File: src/rtl/serializer_tx.sv
// serializer_tx: parallel-to-serial transmitter for the SAP-3 bit-serial link.
// Accepts a WIDTH-bit word over valid/ready, emits a one-cycle start strobe,
// then the word LSB-first on serial_out, one bit per clock.
// Optional build macro SERIALIZER_TX_SKID_EN adds a one-entry holding buffer
// so that a word accepted while a frame is in flight follows with no gap.
module serializer_tx #(
    parameter int WIDTH = 8
) (
    input  logic             clk,
    input  logic             rst,
    input  logic [WIDTH-1:0] in_data,
    input  logic             in_valid,
    output logic             in_ready,
    output logic             start,
    output logic             serial_out,
    output logic             busy,
    output logic             frame_done
);

    localparam int CW = (WIDTH > 1) ? $clog2(WIDTH) : 1;
    localparam logic [CW-1:0] CNT_LAST = CW'(WIDTH - 1);

    localparam logic [1:0] IDLE  = 2'd0;
    localparam logic [1:0] START = 2'd1;
    localparam logic [1:0] SHIFT = 2'd2;

    logic [1:0]       state, state_n;
    logic [WIDTH-1:0] shreg, shreg_n;
    logic [CW-1:0]    cnt, cnt_n;
    logic             hs;
    logic             last_bit;

`ifdef SERIALIZER_TX_SKID_EN
    logic [WIDTH-1:0] buf_data, buf_data_n;
    logic             buf_valid, buf_valid_n;

    // The buffer is the only thing that can refuse a word.
    assign in_ready = !buf_valid;
`else
    // Without a buffer a word can only be taken while nothing is in flight.
    assign in_ready = (state == IDLE);
`endif

    assign hs       = in_valid & in_ready;
    assign last_bit = (state == SHIFT) && (cnt == CNT_LAST);

    // Next-state, shift-register, counter and buffer update.
    always_comb begin
        state_n = state;
        shreg_n = shreg;
        cnt_n   = cnt;
`ifdef SERIALIZER_TX_SKID_EN
        buf_data_n  = buf_data;
        buf_valid_n = buf_valid;
`endif
        case (state)
            IDLE: begin
                if (hs) begin
                    shreg_n = in_data;
                    state_n = START;
                end
            end
            START: begin
                state_n = SHIFT;
                cnt_n   = '0;
`ifdef SERIALIZER_TX_SKID_EN
                if (hs) begin
                    buf_data_n  = in_data;
                    buf_valid_n = 1'b1;
                end
`endif
            end
            SHIFT: begin
                if (cnt != CNT_LAST) begin
                    cnt_n   = cnt + CW'(1);
                    shreg_n = shreg >> 1;
`ifdef SERIALIZER_TX_SKID_EN
                    if (hs) begin
                        buf_data_n  = in_data;
                        buf_valid_n = 1'b1;
                    end
`endif
                end else begin
`ifdef SERIALIZER_TX_SKID_EN
                    // Last bit: chain straight into the next frame if a word
                    // is waiting in the buffer or arrives right now.
                    if (buf_valid) begin
                        shreg_n     = buf_data;
                        buf_valid_n = 1'b0;
                        state_n     = START;
                    end else if (hs) begin
                        shreg_n = in_data;
                        state_n = START;
                    end else begin
                        state_n = IDLE;
                    end
`else
                    state_n = IDLE;
`endif
                end
            end
            default: state_n = IDLE;
        endcase
    end

    // State registers; outputs are registered from the next-state values so
    // they line up with the state they describe.
    always_ff @(posedge clk or posedge rst) begin
        if (rst) begin
            state      <= IDLE;
            shreg      <= '0;
            cnt        <= '0;
            start      <= 1'b0;
            serial_out <= 1'b0;
            busy       <= 1'b0;
            frame_done <= 1'b0;
        end else begin
            state      <= state_n;
            shreg      <= shreg_n;
            cnt        <= cnt_n;
            start      <= (state_n == START);
            serial_out <= (state_n == SHIFT) ? shreg_n[0] : 1'b0;
            busy       <= (state_n != IDLE);
            frame_done <= last_bit;
        end
    end

`ifdef SERIALIZER_TX_SKID_EN
    // Holding buffer; a reset drops any pending word.
    always_ff @(posedge clk or posedge rst) begin
        if (rst) begin
            buf_data  <= '0;
            buf_valid <= 1'b0;
        end else begin
            buf_data  <= buf_data_n;
            buf_valid <= buf_valid_n;
        end
    end
`endif

endmodule
File: config.mk
export PLATFORM = sky130hd
export DESIGN_NAME = serializer_tx
export DESIGN_NICKNAME = d
export VERILOG_FILES = /design/src/rtl/serializer_tx.sv
export SDC_FILE = /design/constraint.sdc
export NUM_CORES = 1
export LEC_CHECK = 0
export ABC_CLOCK_PERIOD_IN_PS = 1500
export BUFFER_PORTS_ARGS = -buffer_cell sky130_fd_sc_hd__buf_2
export CAP_MARGIN = 40
export CORE_MARGIN = 1.5
export CORE_UTILIZATION = 45
export CTS_CLUSTER_SIZE = 14
export DETAILED_ROUTE_END_ITERATION = 10
export GPL_TIMING_DRIVEN = 0
export HOLD_SLACK_MARGIN = 0.05
export PLACE_DENSITY = 0.7
export SLEW_MARGIN = 15
export SYNTH_ARGS = -nofsm -noshare
export SYNTH_HDL_FRONTEND = slang
export SYNTH_SLANG_ARGS = --single-unit
File: constraint.sdc
create_clock -name clk -period 1.5 [get_ports clk]
set_input_delay 0.3 -clock clk [delete_from_list [all_inputs] [get_ports clk]]
set_output_delay 0.3 -clock clk [all_outputs]
set_load 0.02 [all_outputs]
# After elaboration in Yosys (flattened, before gate mapping)
# Cells that the tools add are included.
# word_totals
ram_bits	0
wordCells	34
in_bits	11
out_inout_bits	5
mem_bits_ro	0
ff_bits	17
n_memories	0
latchBits	0
# classes
div	0
n_eq_ne	8
n_reduce_logical	7
mux	9
magnitude_cmp	0
bitwise_logic	1
n_addsub	1
shifts	0
n_mul	0
# op_table
operator	count
8-bit 2-to-1 mux	2
8-bit case mux with 2 select lines	1
2-bit case mux with 3 select lines	1
3-bit case mux with 2 select lines	1
2-bit nonzero test	3
2-bit by 1-bit == test with 1-bit output, second input constant	2
2-bit == test, second input constant	2
2-bit 2-to-1 mux	2
2-bit by 1-bit inequality test with 1-bit output, second input constant	2
3-bit by 1-bit adder with 3-bit output, second input constant	1
3-bit == test, second input constant	1
3-bit 2-to-1 mux	1
3-bit inequality test, second input constant	1
3-bit AND reduction	1
2-bit logical NOT	1
2-bit AND reduction	1
1-bit AND	1
1-bit logical AND	1
1-bit 2-to-1 mux	1

# Longest topological paths before layout
# logic_depth
ltp_word	6
mapped_depth	6

# Worst setup path after synthesis
# Ideal clock, no wire load.
# synth_path
path_kind	register to register
from	register cnt[0]
to	register serial_out
arrival_time_ps	1446
slack_ps	-83
t_required_ps	1363
period_less_slack_ps	1583
stages_incl_launch_ff	7
path_cell_list	dfrtp_1 -> ha_1 -> ha_1 -> or3b_1 -> clkbuf_1 -> nand3_1 -> a21oi_2
# synth_between
elab_chain_len	5
# synth_rtl
element	line	rtl
start, declared	29	logic [CW-1:0] cnt, cnt_n;
start signal, assigned	120	cnt <= cnt_n;
3-bit inequality test *	74	if (cnt != CNT_LAST) begin
2-bit 2-to-1 mux	74	
2-bit case mux with 3 select lines	56	case (state)
2-bit == test	122	serial_out <= (state_n == SHIFT) ? shreg_n[0] : 1'b0;
1-bit 2-to-1 mux *	122	
end signal, assigned	122	
end, declared	15	output logic serial_out,
# Mark *: on every way between the ends. The rest lies on a longest branch, timed or not. The select of a mux whose other input is x is not followed.
# A chain may end at the register's enable or synchronous reset.

# Worst setup path in the final report
# layout_path
from	register cnt[0]
to	register shreg[2]
# layout_between
elab_chain_len	3
# layout_rtl
element	line	rtl
3-bit inequality test	74	
2-bit by 1-bit inequality test with 1-bit output (no source line)	n/a	
3-bit AND reduction (no source line)	n/a	
end signal, assigned	119	shreg <= shreg_n;
end, declared	28	logic [WIDTH-1:0] shreg, shreg_n;
# Every way passes these cells.

==> impl_metrics.sql <==
INSERT INTO impl_metrics (metric_group, metric, value, unit) VALUES
('status', 'status', 'finished, violations left', ''),
('status', 'violated_checks', 'setup timing', ''),
('pwr', 'static-leakage-power', '0.479', 'nW'),
('floorplan', 'effective_utilization_at_floorplan', '48.0', '%'),
('sta', 'final-max-slew-violation-count', '0', ''),
('routing', 'drt_drc_violations_left', '0', ''),
('worst_setup_path', 'top_fanout_value_on_the_critical_path', '7', ''),
('clock_tree', 'clockBufferDepth', '2', ''),
('clock_tree', 'cts-buffers-inserted', '3', ''),
('sta', 'grt_setup_unrepaired', 'yes', ''),
('floorplan', 'die_h', '43.1', 'µm'),
('logic_synthesis', 'synth.ff_latch_count', '17', ''),
('logic_synthesis', 'synth-edff-count', '0', ''),
('sta', 'final.setup.worst_slack', '-0.0406', 'ns'),
('global_routing', 'via_count_of_the_first_global_routing_pass', '545', ''),
('floorplan', 'placeableCoreArea', '1510', 'µm²'),
('min_path', 'min-delay-path-class', 'in -> async', ''),
('sta', 'final_hold_viol_count', '0', ''),
('sta', 'timing_limited_maximum_frequency', '649', 'MHz'),
('logic_synthesis', 'dominantRegCellSynth', 'dfrtp_1', ''),
('sta', 'final_setup_vio_count', '10', ''),
('routing', 'drt_iter0_markers', '11', ''),
('job', 'drv_cap', '0', ''),
('placement', 'io_buffer_count', '15', ''),
('routing', 'average_detailed_routed_wire_length_per_instance', '14.0', 'µm'),
('pwr', 'power_per_cell_area', '2090', 'nW/µm²'),
('logic_synthesis', 'syn-mean-instance-area', '11.9', 'µm²'),
('layout', 'stdcell_area', '957', 'µm²'),
('sta', 'fin_crit_sh', '103', '%'),
('logic_synthesis', 'netlist_area', '723', 'µm²'),
('worst_setup_path', 'crit_path_cell_trace', 'ha_2 -> ha_4 -> or3b_4 -> buf_8 -> nand3_2 -> nand2_1', ''),
('clock_tree', 'worst_skew_pair_latency', '0.28', 'ns'),
('logic_synthesis', 'yosysSeqAreaShare', '58.8', '%'),
('placement', 'place.detailed.hpwl', '886', 'µm'),
('worst_setup_path', 'criticalPathCategory', 'reg -> reg', ''),
('worst_setup_path', 'path_delay_family', 'simple AND/OR/NAND/NOR gates', ''),
('worst_setup_path', 'r2r_setup_slack', '-0.04', 'ns'),
('logic_synthesis', 'synth_nets', '74', ''),
('layout', 'areaGrowthSynthToFinish', '32.4', '%'),
('layout', 'multi_input_area', '327', 'µm²'),
('logic_synthesis', 'synth_top_cells_by_area', 'dfrtp_1 (59%), a22oi_1 (6.2%), nand3_1 (4.8%)', ''),
('logic_synthesis', 'syn-instance-count', '61', ''),
('sta', 'tns', '-0.268', 'ns'),
('sta', 'timing_worst_slew_pin_value', '0.628', 'ns'),
('floorplan', 'top_level_ports', '16', ''),
('worst_setup_path', 'timing.critical_path.slowest_stage_cell', 'dfrtp_1', ''),
('worst_setup_path', 'crit-reg2reg-capture', 'shreg[2]$_DFFE_PP0P_', ''),
('global_routing', 'grt_max_degree', '18', ''),
('worst_setup_path', 'timing.critical_path.required', '1.67', 'ns'),
('worst_setup_path', 'reg2reg_depth', '6', ''),
('sta', 'final.setup_skew', '0.00505', 'ns'),
('clock_tree', 'numClockSinks', '17', ''),
('layout', 'final_layout_size_suffix_gt1_share', '50.0', '%'),
('global_routing', 'grt_first_pass_wirelength', '2300', 'µm'),
('logic_synthesis', 'synth.top_cell.area_share', '58.8', '%'),
('routing', 'drt.antenna.violating_nets', '0', ''),
('clock_tree', 'cts_tree', 'built', ''),
('worst_setup_path', 'cp-startpoint', 'cnt[0]$_DFFE_PP0P_', ''),
('global_routing', 'grt_use_total', '17.0', '%'),
('placement', 'placed_cell_area', '836', 'µm²'),
('worst_setup_path', 'critical_path.startpoint_type', 'flop', ''),
('logic_synthesis', 'yosysWarningCount', '0', ''),
('floorplan', 'std_cell_rows', '14', ''),
('routing', 'num_vias', '527', ''),
('layout', 'fill_cells', '125', ''),
('global_routing', 'grt_antenna_before_repair', '0', ''),
('floorplan', 'fp.dieArea', '1860', 'µm²'),
('pwr', 'irDropWorstVdd', '0.00111', 'V'),
('global_routing', 'grt.overflow.total', '0', ''),
('routing', 'routed_wirelength', '1370', 'µm'),
('routing', 'firstDrtPassIters', '4', '');
==> report_power, final <==
| group | total, mW | switching (mW) | internal (mW) |
|---|---|---|---|
| Clock | 0.239 | 0.136 | 0.103 |
| Sequential | 0.799 | 0.146 | 0.653 |
| Combinational | 0.959 | 0.492 | 0.467 |
| Total | 2.00 | 0.774 | 1.22 |
==> cells in the final DEF (no fill, tap or decap), drive strengths merged <==
master and instances:
ha 2, or3b 2, nor3b 2, inv 4, nand2 8, clkbuf 4, nor2 2, a22o 3
nand3 7, clkinv 1, mux2 1, dfrtp 17, buf 20, a21oi 2, a22oi 7
==> metal layers <==
| metal | GRT usage, % | vias up | part of all wire, % |
|---|---|---|---|
| met3 | 3.83 | 2 | 3.1 |
| li1 | - | 253 | - |
| met2 | 27.2 | 10 | 51 |
| met5 | 0 | - | 0 |
| met4 | 9.09 | 0 | 0.66 |
| met1 | 21.2 | 262 | 45 |
==> timing repair <==
item / 4_1_cts / 5_1_grt
pin swaps: 11 / 5
gates resized for setup: 12 / 5
endpoints found under the setup margin: 11 / 12
setup buffers: 1 / 1
hold buffers: 0 / 0
==> final cells by class <==
cell class | count | area share, %
buffer | 3 | 3.92
sequential | 17 | 44.4
clock buffer | 4 | 2.75
tap | 16 | 2.09
multi-input combinational | 36 | 34.1
timing repair buffer | 17 | 9.41
inverter | 5 | 3.27
==> stage by stage <==
step / total power [mW] / worst slack [ns] / instances
floorplan: 1.34 / 0.00310 / 61
global placement: 1.49 / -0.0842 / 92
detailed placement: 1.52 / -0.0926 / 92
CTS: 1.91 / -0.0578 / 97
global route: 2.14 / -0.102 / 98
finish: 2.00 / -0.0406 / 98
==> sequential cells by signal, summed over array words and instances, names as in the netlist <==
name / cells
shreg: 8
cnt: 3
state: 2
busy: 1
frame_done: 1
serial_out: 1
start: 1
==> logic make-up after synthesis <==
kind of cell	count (synthesis)	synth area share [%]
buf+inv	8	7.09
mux	1	1.56
compound gates	12	13.5
fa+ha+maj	2	3.46
flops	17	58.8
simple gates	21	15.6
==> worst max-delay path by stage <==
| stage | end | slack, ns | depth (start not counted) |
|---|---|---|---|
| floorplan | serial_out$_DFF_PP0_ | 0.003 | 6 |
| global placement | cnt[0]$_DFFE_PP0P_ | -0.08 | 5 |
| detailed placement | cnt[0]$_DFFE_PP0P_ | -0.09 | 5 |
| CTS | shreg[0]$_DFF_PP0_ | -0.06 | 6 |
| global route | serial_out$_DFF_PP0_ | -0.10 | 6 |
| finish | shreg[2]$_DFFE_PP0P_ | -0.04 | 6 |
Note: power is estimated with default switching activity, not from simulation.
